[config.mk]
export PLATFORM = sky130hd
export DESIGN_NAME = chip_test_sequencer
export DESIGN_NICKNAME = d
export VERILOG_FILES = /design/src/rtl/chip_test_sequencer.sv
export SDC_FILE = /design/constraint.sdc
export NUM_CORES = 1
export LEC_CHECK = 0
export BUFFER_PORTS_ARGS = -buffer_cell sky130_fd_sc_hd__clkbuf_2
export CAP_MARGIN = 15
export CORE_MARGIN = 4
export CORE_UTILIZATION = 53
export CTS_BUF_LIST = sky130_fd_sc_hd__clkbuf_8 sky130_fd_sc_hd__clkbuf_16
export DETAILED_ROUTE_END_ITERATION = 12
export PLACE_DENSITY = 0.88
export RECOVER_POWER = 100
export SLEW_MARGIN = 5
export SYNTH_ARGS = -nofsm -noshare
export SYNTH_HDL_FRONTEND = slang
export SYNTH_SLANG_ARGS = --single-unit
[constraint.sdc]
create_clock -name Clk -period 3.1 [get_ports Clk]
set_clock_uncertainty 0.1 [all_clocks]
set_input_delay 0.93 -clock Clk [delete_from_list [all_inputs] [get_ports Clk]]
set_output_delay 0.93 -clock Clk [all_outputs]
set_load 0.005 [all_outputs]
[src/rtl/chip_test_sequencer.sv]
// Vector-driven test sequencer: walks a chip's vector table in an external sync ROM, drives pins,
// samples after a settle time and counts masked mismatches. Optional macro: CHK_STOP_ON_FAIL_EN.
module chip_test_sequencer #(
    parameter int NPINS  = 16,
    parameter int VEC_AW = 5,
    parameter int SETTLE = 4
) (
    input  logic              Clk,
    input  logic              Reset,
    input  logic              Start,
    input  logic [3:0]        Chip_Sel,
    output logic [3:0]        Chip_Lat,
    output logic [VEC_AW-1:0] Vec_Addr,
    input  logic [NPINS-1:0]  Vec_Drive,
    input  logic [NPINS-1:0]  Vec_OE,
    input  logic [NPINS-1:0]  Vec_Expect,
    input  logic [NPINS-1:0]  Vec_Mask,
    input  logic              Vec_Last,
    input  logic [NPINS-1:0]  Pin_In,
    output logic [NPINS-1:0]  Pin_Out,
    output logic [NPINS-1:0]  Pin_OE,
    output logic              Busy,
    output logic              Done,
    output logic              Pass,
    output logic [7:0]        Err_Cnt,
    output logic [VEC_AW-1:0] Fail_Vec
);
    localparam int CW = (SETTLE > 1) ? $clog2(SETTLE) : 1;
    localparam logic [CW-1:0]     CNT_INIT = CW'(SETTLE - 1);
    localparam logic [CW-1:0]     CNT_ONE  = CW'(1);
    localparam logic [VEC_AW-1:0] ADDR_ONE = VEC_AW'(1);

    typedef enum logic [2:0] {
        ST_IDLE   = 3'd0,
        ST_FETCH  = 3'd1,
        ST_LOAD   = 3'd2,
        ST_SETTLE = 3'd3,
        ST_SAMPLE = 3'd4,
        ST_DONE   = 3'd5
    } state_t;

    state_t            state_r;
    state_t            next_state_s;
    logic [CW-1:0]     cnt_r;
    logic [NPINS-1:0]  exp_r;
    logic [NPINS-1:0]  mask_r;
    logic              last_r;
    logic [NPINS-1:0]  mis_s;
    logic [7:0]        err_inc_s;
    logic              at_end_s;
    logic              stop_s;

    // State register
    always_ff @(posedge Clk) begin
        if (!Reset) begin
            state_r <= ST_IDLE;
        end else begin
            state_r <= next_state_s;
        end
    end

    // Next-state decode and sample-phase compare terms
    always_comb begin
        next_state_s = state_r;
        mis_s        = (Pin_In ^ exp_r) & mask_r & ~Pin_OE;
        err_inc_s    = (Err_Cnt == 8'hFF) ? 8'hFF : (Err_Cnt + 8'd1);
        at_end_s     = last_r || (Vec_Addr == {VEC_AW{1'b1}});
`ifdef CHK_STOP_ON_FAIL_EN
        stop_s       = at_end_s || (mis_s != {NPINS{1'b0}});
`else
        stop_s       = at_end_s;
`endif
        case (state_r)
            ST_IDLE, ST_DONE: begin
                if (!Start) begin
                    next_state_s = state_r;
                end else if (Chip_Sel == 4'd0) begin
                    next_state_s = ST_DONE;
                end else begin
                    next_state_s = ST_FETCH;
                end
            end
            ST_FETCH:  next_state_s = ST_LOAD;
            ST_LOAD:   next_state_s = ST_SETTLE;
            ST_SETTLE: begin
                if (cnt_r == {CW{1'b0}}) begin
                    next_state_s = ST_SAMPLE;
                end else begin
                    next_state_s = ST_SETTLE;
                end
            end
            ST_SAMPLE: begin
                if (stop_s) begin
                    next_state_s = ST_DONE;
                end else begin
                    next_state_s = ST_FETCH;
                end
            end
            default:   next_state_s = ST_IDLE;
        endcase
    end

    // Run datapath: latched chip, vector index, pin drive, settle count and result registers
    always_ff @(posedge Clk) begin
        if (!Reset) begin
            Chip_Lat <= 4'd0;
            Vec_Addr <= {VEC_AW{1'b0}};
            Pin_Out  <= {NPINS{1'b0}};
            Pin_OE   <= {NPINS{1'b0}};
            Busy     <= 1'b0;
            Done     <= 1'b0;
            Pass     <= 1'b0;
            Err_Cnt  <= 8'd0;
            Fail_Vec <= {VEC_AW{1'b0}};
            cnt_r    <= {CW{1'b0}};
            exp_r    <= {NPINS{1'b0}};
            mask_r   <= {NPINS{1'b0}};
            last_r   <= 1'b0;
        end else begin
            case (state_r)
                ST_IDLE, ST_DONE: begin
                    if (Start) begin
                        Chip_Lat <= Chip_Sel;
                        Vec_Addr <= {VEC_AW{1'b0}};
                        Err_Cnt  <= 8'd0;
                        Fail_Vec <= {VEC_AW{1'b0}};
                        Pass     <= 1'b0;
                        // No chip selected: the run finishes on this very edge
                        Busy     <= (Chip_Sel != 4'd0);
                        Done     <= (Chip_Sel == 4'd0);
                    end
                end
                ST_LOAD: begin
                    Pin_Out <= Vec_Drive;
                    Pin_OE  <= Vec_OE;
                    exp_r   <= Vec_Expect;
                    mask_r  <= Vec_Mask;
                    last_r  <= Vec_Last;
                    cnt_r   <= CNT_INIT;
                end
                ST_SETTLE: begin
                    if (cnt_r != {CW{1'b0}}) begin
                        cnt_r <= cnt_r - CNT_ONE;
                    end
                end
                ST_SAMPLE: begin
                    if (mis_s != {NPINS{1'b0}}) begin
                        Err_Cnt <= err_inc_s;
                        if (Err_Cnt == 8'd0) begin
                            Fail_Vec <= Vec_Addr;
                        end
                    end
                    if (stop_s) begin
                        Busy    <= 1'b0;
                        Done    <= 1'b1;
                        Pin_Out <= {NPINS{1'b0}};
                        Pin_OE  <= {NPINS{1'b0}};
                        // An overrun (index wrapped without last) never passes
                        Pass    <= last_r && (Err_Cnt == 8'd0) && (mis_s == {NPINS{1'b0}});
                    end else begin
                        Vec_Addr <= Vec_Addr + ADDR_ONE;
                    end
                end
                default: begin
                    Busy <= Busy;
                end
            endcase
        end
    end
endmodule

; ---- After elaboration in Yosys (flattened, before gate mapping)
; Index checks and enable logic that the tools add are counted.
[word_totals]
regBits = 95
wordCells = 85
in_bits = 88
[op_classes]
mux = 29
n_reduce_logical = 22
eq_ne = 13
n_bitwise = 4
add_sub_neg = 3
[op_table]
columns = op, n
row1 = $pmux W16 S2, 2
row2 = $and A16 B16 Y16, 2
row3 = $mux W8, 3
row4 = $mux W5, 4
row5 = $pmux W5 S2, 2
row6 = $logic_not A16 Y1, 1
row7 = $mux W16, 1
row8 = $not A16 Y16, 1
row9 = $pmux W8 S2, 1
row10 = $reduce_bool A16 Y1, 1
row11 = $xor A16 B16 Y16, 1
row12 = $pmux W3 S5, 1
row13 = $mux W3, 4
row14 = $ne A2 B2 Y1 const B, 6
row15 = $reduce_and A3 Y1, 3
row16 = $add A8 B1 Y8 const B, 1
row17 = $eq A8 B8 Y1 const B, 1
row18 = $logic_not A8 Y1, 1
row19 = $reduce_bool A2 Y1, 4
row20 = $eq A3 B2 Y1 const B, 2
row21 = $eq A3 B3 Y1 const B, 2
row22 = $mux W1, 6
row23 = $pmux W1 S2, 3
row24 = $reduce_and A2 Y1, 3
row25 = other kinds (14), 15

; ---- Depth between registers and ports, before layout
; Gate-level depths: netlist (run 1).
[logic_depth]
word_depth = 7
ltp_mapped = 9
ltp_nobuf = 9

; ---- Worst setup path after synthesis (run 1)
; OpenSTA, ideal clock, no wires.
[synth_timing]
path_kind = input to register
from = input port Pin_In[6]
to = register Err_Cnt[0]
setup_time_ns = 0.130
path_buffers = 1
path_stages = 7
arrival_ns = 2.180
slack_ns = 0.691
path_cell_list = xor2_1 -> a222oi_1 -> nand4_4 -> nor2_4 -> buf_6 -> mux2_2 -> o32ai_2
[synth_via]
elab_chain_len = 6
[synth_rtl]
columns = item, line_no
row1 = "start, declared", 19  ; input logic [NPINS-1:0] Pin_In,
row2 = $xor A16 B16 Y16, 65  ; mis_s = (Pin_In ^ exp_r) & mask_r & ~Pin_OE;
row3 = $and A16 B16 Y16 (2 in a row), 65
row4 = $reduce_bool A16 Y1, 147  ; if (mis_s != {NPINS{1'b0}}) begin
row5 = $ne A2 B2 Y1 (no line), --
row6 = $reduce_and A3 Y1 (no line), --
row7 = "end signal, assigned", 148  ; Err_Cnt <= err_inc_s;
row8 = "end, declared", 25  ; output logic [7:0] Err_Cnt,
; Every way passes these cells.
; A chain may end at the register's enable or synchronous reset.

; ---- Worst setup path in the final report (run 1)
[layout_timing]
from = register Err_Cnt[0]
to = register Fail_Vec[2]
[layout_via]
elab_chain_len = 3
[layout_rtl]
columns = item, line_no
row1 = $logic_not A8 Y1, 149  ; if (Err_Cnt == 8'd0) begin
row2 = $ne A2 B2 Y1 (no line), --
row3 = $reduce_and A4 Y1 (no line), --
row4 = "end signal, assigned", 114  ; Fail_Vec <= {VEC_AW{1'b0}};
row5 = "end signal, assigned", 126  ; Fail_Vec <= {VEC_AW{1'b0}};
row6 = "end signal, assigned", 150  ; Fail_Vec <= Vec_Addr;
row7 = "end, declared", 26  ; output logic [VEC_AW-1:0] Fail_Vec
; Every way passes these cells.

==> results of run 1 <==
[layout make-up]
cell class                      instances  area share [%]
Multi-Input combinational cell        342            39.4
Sequential cell                        95            38.2
Timing Repair Buffer                  152            15.0
Clock buffer                            9            2.49
Tap cell                               99            2.49
Clock inverter                          7            1.31
Inverter                               15            1.13
[cell usage in the layout (no fill, tap or decap), types with 5 or more instances in the layout]
cell	n
clkbuf_2	107
dfxtp_1	95
nand2_1	84
nor2_1	55
a21oi_1	45
clkbuf_1	36
a22oi_1	34
xor2_1	19
inv_1	15
o21ai_0	14
nand3_1	13
mux2i_1	12
nor2b_1	11
clkbuf_8	9
buf_4	7
a32oi_1	6
ha_1	5
[final timing paths]
check,start,end,slack (ps),cells after the start
max reg2reg,Err_Cnt[0],Fail_Vec[2],450,7
min reg2reg,mask_r[6],mask_r[6],360,2
max,Err_Cnt[0],Fail_Vec[2],450,7
min,mask_r[6],mask_r[6],360,2
[worst min-delay path, cell delays in order (launching register included)]
cell	delay [ps]
dfxtp_1	320
nand2_1	50
a21oi_1	50
[state kept, by name, summed over array words and instances (netlist names), 2 cells and up]
| signal | flops |
|---|---|
| Pin_OE | 16 |
| Pin_Out | 16 |
| exp_r | 16 |
| mask_r | 16 |
| Err_Cnt | 8 |
| Fail_Vec | 5 |
| Vec_Addr | 5 |
| Chip_Lat | 4 |
| state_r | 3 |
| cnt_r | 2 |
[stage by stage]
stage,hold WS [ps],util [%],total power [W],instances
final,356,67.6,0.00261,719
after global routing,378,67.6,0.00273,719
after CTS,358,68.7,0.00263,719
after detailed placement,344,66.2,0.00186,703
after global placement,337,66.2,0.00184,703
after floorplan,332,-,0.00168,483
[cells by family after synthesis]
family | share of synthesized area [%]
AND/OR/NAND/NOR | 21.6
multiplexers | 3.21
adder cells (fa/ha/maj) | 1.53
XOR/XNOR | 4.06
buffers and inverters | 4.92
flip-flops | 46.5
AO/OA/AOI/OAI | 18.2
[report_power, final]
part | internal (W) | total (W) | leakage [nW] | switching, W
Combinational | 0.000193 | 0.000459 | 1.21 | 0.000266
Clock | 0.000310 | 0.000784 | 0.0938 | 0.000474
Sequential | 0.00130 | 0.00137 | 0.772 | 0.0000636
Total | 0.00180 | 0.00261 | 2.07 | 0.000804
[layer usage]
metal  vias up  wire length [µm]  GRT usage, %
met2       191              5250          39.3
met3        17              1010          6.41
met5         -                 0             0
met4         0               214          9.12
li1       1933                 -             -
met1      1839              4520          30.8
==> results.ini, run 1 <==
[status]
outcome=finished, final reports clean

[clock_network]
post_cts_buffers=0
cts_tree=done
post_cts_resized=0
ctsHoldBuffers=0
htree_levels=3
cts_made_buffers=9
cts-root-buf=clkbuf_8
path_clk_slew_ps=100
insertion_delay_ps=360
cts_buffer_depth=2
clock-sinks=95

[grt]
grt_pass1_wl_mm=17.5
antenna_found_initial=0
grt-ovfl-total=0
grt.total_usage_pct=24.2
grt_start_max_net_pins=66
grt_pass1_vias=3746

[floorplan]
die-area_um2=9190
die_w_um=95.9
die_y_um=95.9
start_util_pct=55.6
num_io_pins=145
rows=31
core_region_area_um2=7370

[timing]
setup_viol=0
setup_tns_ps=0
finalHoldViolCount=0
fin_crit_sh_pct=85.4
maxSlewHeadroom_pct=36.6
worst_slew_pin_slew_ps=950
worst_slack_ps=454
finalCriticalPeriod_ps=2650
rsz0062_at_grt=no
max_freq_ghz=0.378
drv_slew=0

[power_and_ir_drop]
powerDensity_nw_per_um2=524
leakage_nw=2.07
ir_drop_mv=0.337

[final_layout]
n_antenna_cell=0
multi_input_area_um2=1960
regArea_um2=1900
drive_above_1_share_pct=22.4
fin_nets=708
fin_area_um2=4980
n_fill_cell=645
synthToLayoutAreaGrowth_pct=21.6

[critical_path]
critPathMaxStageDelay_ps=680
worstSetupStartpointType=register
cp_top_family=simple AND/OR/NAND/NOR gates
setup.worst_path.class=reg2reg
cp_cell_sequence=inv_1, ha_1, or4b_1, nor4_1, nor2_1, nor3_1, mux2i_1
cp.buffers_inverters=1
arrival_ps=2830
cp.required_ps=3290
crit_path_end_kind=register
crit_slowest_cell=nor3_1
crit_fanout=7

[synthesis]
yosysWarnings=0
yosysSeqAreaShare_pct=46.5
synthArstFlopShare_pct=0
yosysMostFrequentCell=dfxtp_1
synthTopCellsByArea=dfxtp_1 (46%), nand2_1 (7.7%), a22oi_1 (6.2%), a21oi_1 (5.6%), nor2_1 (5.1%)
yosysTopAreaCell=dfxtp_1
synth_top_flop_cell=dfxtp_1
synthCells=483
syn_area_um2=4090
synth_common_cells=dfxtp_1 (95), nand2_1 (84), nor2_1 (56), a21oi_1 (46), a22oi_1 (34)
synth-seq-cells=95
synth-edff-count=0
ys_types=49
syn-num-nets=576
avgSynthCellArea_um2=8.48
synth_top_area_share_pct=46.5

[drt]
wl_per_cell_um=15.3
via_per_inst=5.54
drcViolationCount=0
vias=3980
wl_mm=11.0
final_antenna_net_count=0
detail_route.iter0.violations=218
dr.pass1.iters=5

[placement]
dpl_cell_area_um2=4880
dp_hpwl_mm=8.12
numPortBuffers=144
pre_cts_slack_ps=424
place.gp.congestion=0.921

[job]
max_cap_viol_count=0

[worst_hold_path]
hold_path.class=reg2reg

(Power assumes the default switching activity.)
==> inputs of run 2 (changes only) <==
CELL_PAD_IN_SITES_DETAIL_PLACEMENT = 1   (was default)
CELL_PAD_IN_SITES_GLOBAL_PLACEMENT = 2   (was default)
CORE_UTILIZATION = 30   (was 53)
PLACE_DENSITY = 0.81   (was 0.88)
==> run 2 against run 1 <==
  * Final cell count rose by 10%
  * Combinational power grew 3%
  * Design area is 3.8% higher
  * Clock power grew 30%
  * Register-to-register slack gained 120 ps
  * Sequential cell count stayed put
  * Count of clock-buffer cells in the layout grew 2
  * Power up 9.6%
  * Non-clock buffer count is the same
  * Die area rose by 69%
  * Utilization fell by 29 points
  * Largest power group unchanged
  * Highest routed layer is now met5
==> results.ini, run 2 (synthesis gave the netlist of run 1 again) <==
[power_and_ir_drop]
power.internal_w=0.00207  ; +15%
powerDensity_nw_per_um2=553  ; +5.5%
p_seq_share_pct=47.8  ; -4.5 points
ir_drop_mv=0.226  ; -33%
power_switching_w=0.000789  ; -1.8%
p_comb_share_pct=16.5  ; -1.1 points
swShare_pct=27.6  ; -3.2 points
leakage_nw=2.12  ; +2.0%
clkPwrFrac_pct=35.7  ; +5.6 points

[final_layout]
fin_nets=708  ; unchanged
n_antenna_cell=0  ; unchanged
final_cell_mix=clkbuf_2 (109), dfxtp_1 (95), nand2_1 (84), nor2_1 (55), a21oi_1 (45)
drive_above_1_share_pct=22.2  ; -0.25 points
synthToLayoutAreaGrowth_pct=26.3
final_util_pct=38.9  ; -29 points
final_common_cell=clkbuf_2

[timing]
rsz0062_at_grt=no
maxSlewHeadroom_pct=31.7  ; -4.9 points
setup_tns_ps=0  ; unchanged
drv_slew=0  ; unchanged
setup_viol=0  ; unchanged
finalCriticalPeriod_ps=2530  ; -117 ps
finalHoldViolCount=0  ; unchanged
fin_crit_sh_pct=81.6  ; -3.8 points
max_freq_ghz=0.395  ; +4.6%
worst_slew_pin_slew_ps=1020  ; +74.5 ps

[critical_path]
cp_cell_sequence=nor2_1, and2_1, a21oi_4, clkbuf_2, a22oi_1, nor2_1
path_common_cell=nor2_1
worstSetupStartpointType=register
arrival_ps=2610  ; -220 ps
crit_path_end_kind=register
cp.required_ps=3180  ; -110 ps
reg2regPathDepth=6  ; -1
setup.worst_path.class=reg2reg
critPathMaxStageDelay_ps=620  ; -60 ps
crit_slowest_cell=and2_1
r2r-end=Pin_OE[10]
crit_fanout=32  ; +25
r2r_start=state_r[0]
r2r_slack_ps=570  ; +120 ps

[grt]
grt_pass1_wl_mm=21.1  ; +21%
grt-ovfl-total=0  ; unchanged
grt_start_max_net_pins=51  ; -23%
grt_pass1_vias=4193  ; +12%
antenna_found_initial=1  ; +1
grt.total_usage_pct=16.6  ; -7.6 points

[clock_network]
cts-root-buf=clkbuf_16
cts_made_buffers=9  ; unchanged
post_cts_buffers=0  ; unchanged
clock-sinks=95  ; unchanged
cts_tree=done
cts_buffer_depth=2  ; unchanged
post_cts_resized=0  ; unchanged
path_clk_slew_ps=60  ; -40 ps
ctsHoldBuffers=0  ; unchanged
htree_levels=3  ; unchanged
insertion_delay_ps=340  ; -20 ps

[floorplan]
num_io_pins=145  ; unchanged
core_region_area_um2=13300  ; +80%
die-area_um2=15600  ; +69%
rows=42  ; +35%
start_util_pct=30.8  ; -25 points
die_y_um=125  ; +30%
die_w_um=125  ; +30%

[drt]
detail_route.iter0.violations=147  ; -33%
vias=3884  ; -2.4%
drcViolationCount=0  ; unchanged
dr.pass1.iters=6  ; +1
via_per_inst=4.89  ; -12%
final_antenna_net_count=0  ; unchanged
wl_per_cell_um=16.3  ; +6.5%
wl_mm=12.9  ; +18%

[worst_hold_path]
whs_path_depth=2  ; unchanged
min_from=mask_r[7]
hold_path.class=reg2reg
holdPathEnd=mask_r[7]

[placement]
dp_hpwl_mm=9.56  ; +18%
numPortBuffers=144  ; unchanged
place.gp.congestion=0.747  ; -19%

[status]
outcome=finished, final reports clean

[job]
max_cap_viol_count=0  ; unchanged

run 2: changes by cell type in the layout (fill, tap and decap cells not counted), sizes merged:
cell / before / now
buf: 9 / 5
clkbuf: 152 / 158
clkinv: 3 / 1
clkinvlp: 1 / 0
inv: 18 / 17
run 2: per-layer routing:
| layer | vias up | routed length, µm | global-route usage [%] |
|---|---|---|---|
| li1 | 1920 | - | - |
| met1 | 1849 | 5670 | 19.7 |
| met2 | 101 | 6250 | 28.2 |
| met3 | 12 | 855 | 5.57 |
| met4 | 2 | 140 | 5.55 |
| met5 | - | 13 | 0 |
run 2: worst max-delay path: cells and delay by family (launching register included):
family                 cells  cell delay [ps]
buffers and inverters      1              450
and+or+nand+nor            3              950
DFF                        1              460
AOI/OAI and AO/OA          2              390
run 2: final cells by class:
type | instances | area [µm²]
multi-input combinational | 342 | 2000
tap | 176 | 220
sequential | 95 | 1900
fill | 1695 | 8120
clock inverter | 3 | 12.5
inverter | 15 | 56.3
clock buffer | 11 | 253
timing repair buffer | 152 | 726
run 2: stage by stage:
stage / setup WS [ps] / instance area, µm² / power (W) / cells / hold WS (ps)
after floorplan: 691 / 4090 / 0.00168 / 483 / 332
after global placement: 310 / 4980 / 0.00187 / 780 / 337
after detailed placement: 290 / 4980 / 0.00189 / 780 / 342
after CTS: 645 / 5250 / 0.00292 / 794 / 351
after global routing: 341 / 5170 / 0.00301 / 794 / 380
final: 571 / 5170 / 0.00286 / 794 / 349
run 2: power groups by stage:
stage / clock network [W] / logic (W) / registers [W]
global placement: 0 / 0.000477 / 0.00139
detailed placement: 0 / 0.000494 / 0.00139
CTS: 0.00106 / 0.000496 / 0.00137
finish: 0.00102 / 0.000472 / 0.00137
global route: 0.00110 / 0.000536 / 0.00138
floorplan: 0 / 0.000300 / 0.00138
run 2: worst max-delay path by stage:
stage	slack, ps	start	end	depth (start not counted)
2_1_floorplan	690	Pin_In[6]	Err_Cnt[0]	7
3_3_place_gp	310	Pin_In[6]	Err_Cnt[0]	7
3_5_place_dp	290	Pin_In[6]	Err_Cnt[0]	7
4_1_cts	640	state_r[0]	Fail_Vec[2]	5
5_1_grt	340	state_r[0]	Pin_OE[10]	6
6_report	570	state_r[0]	Pin_OE[10]	6
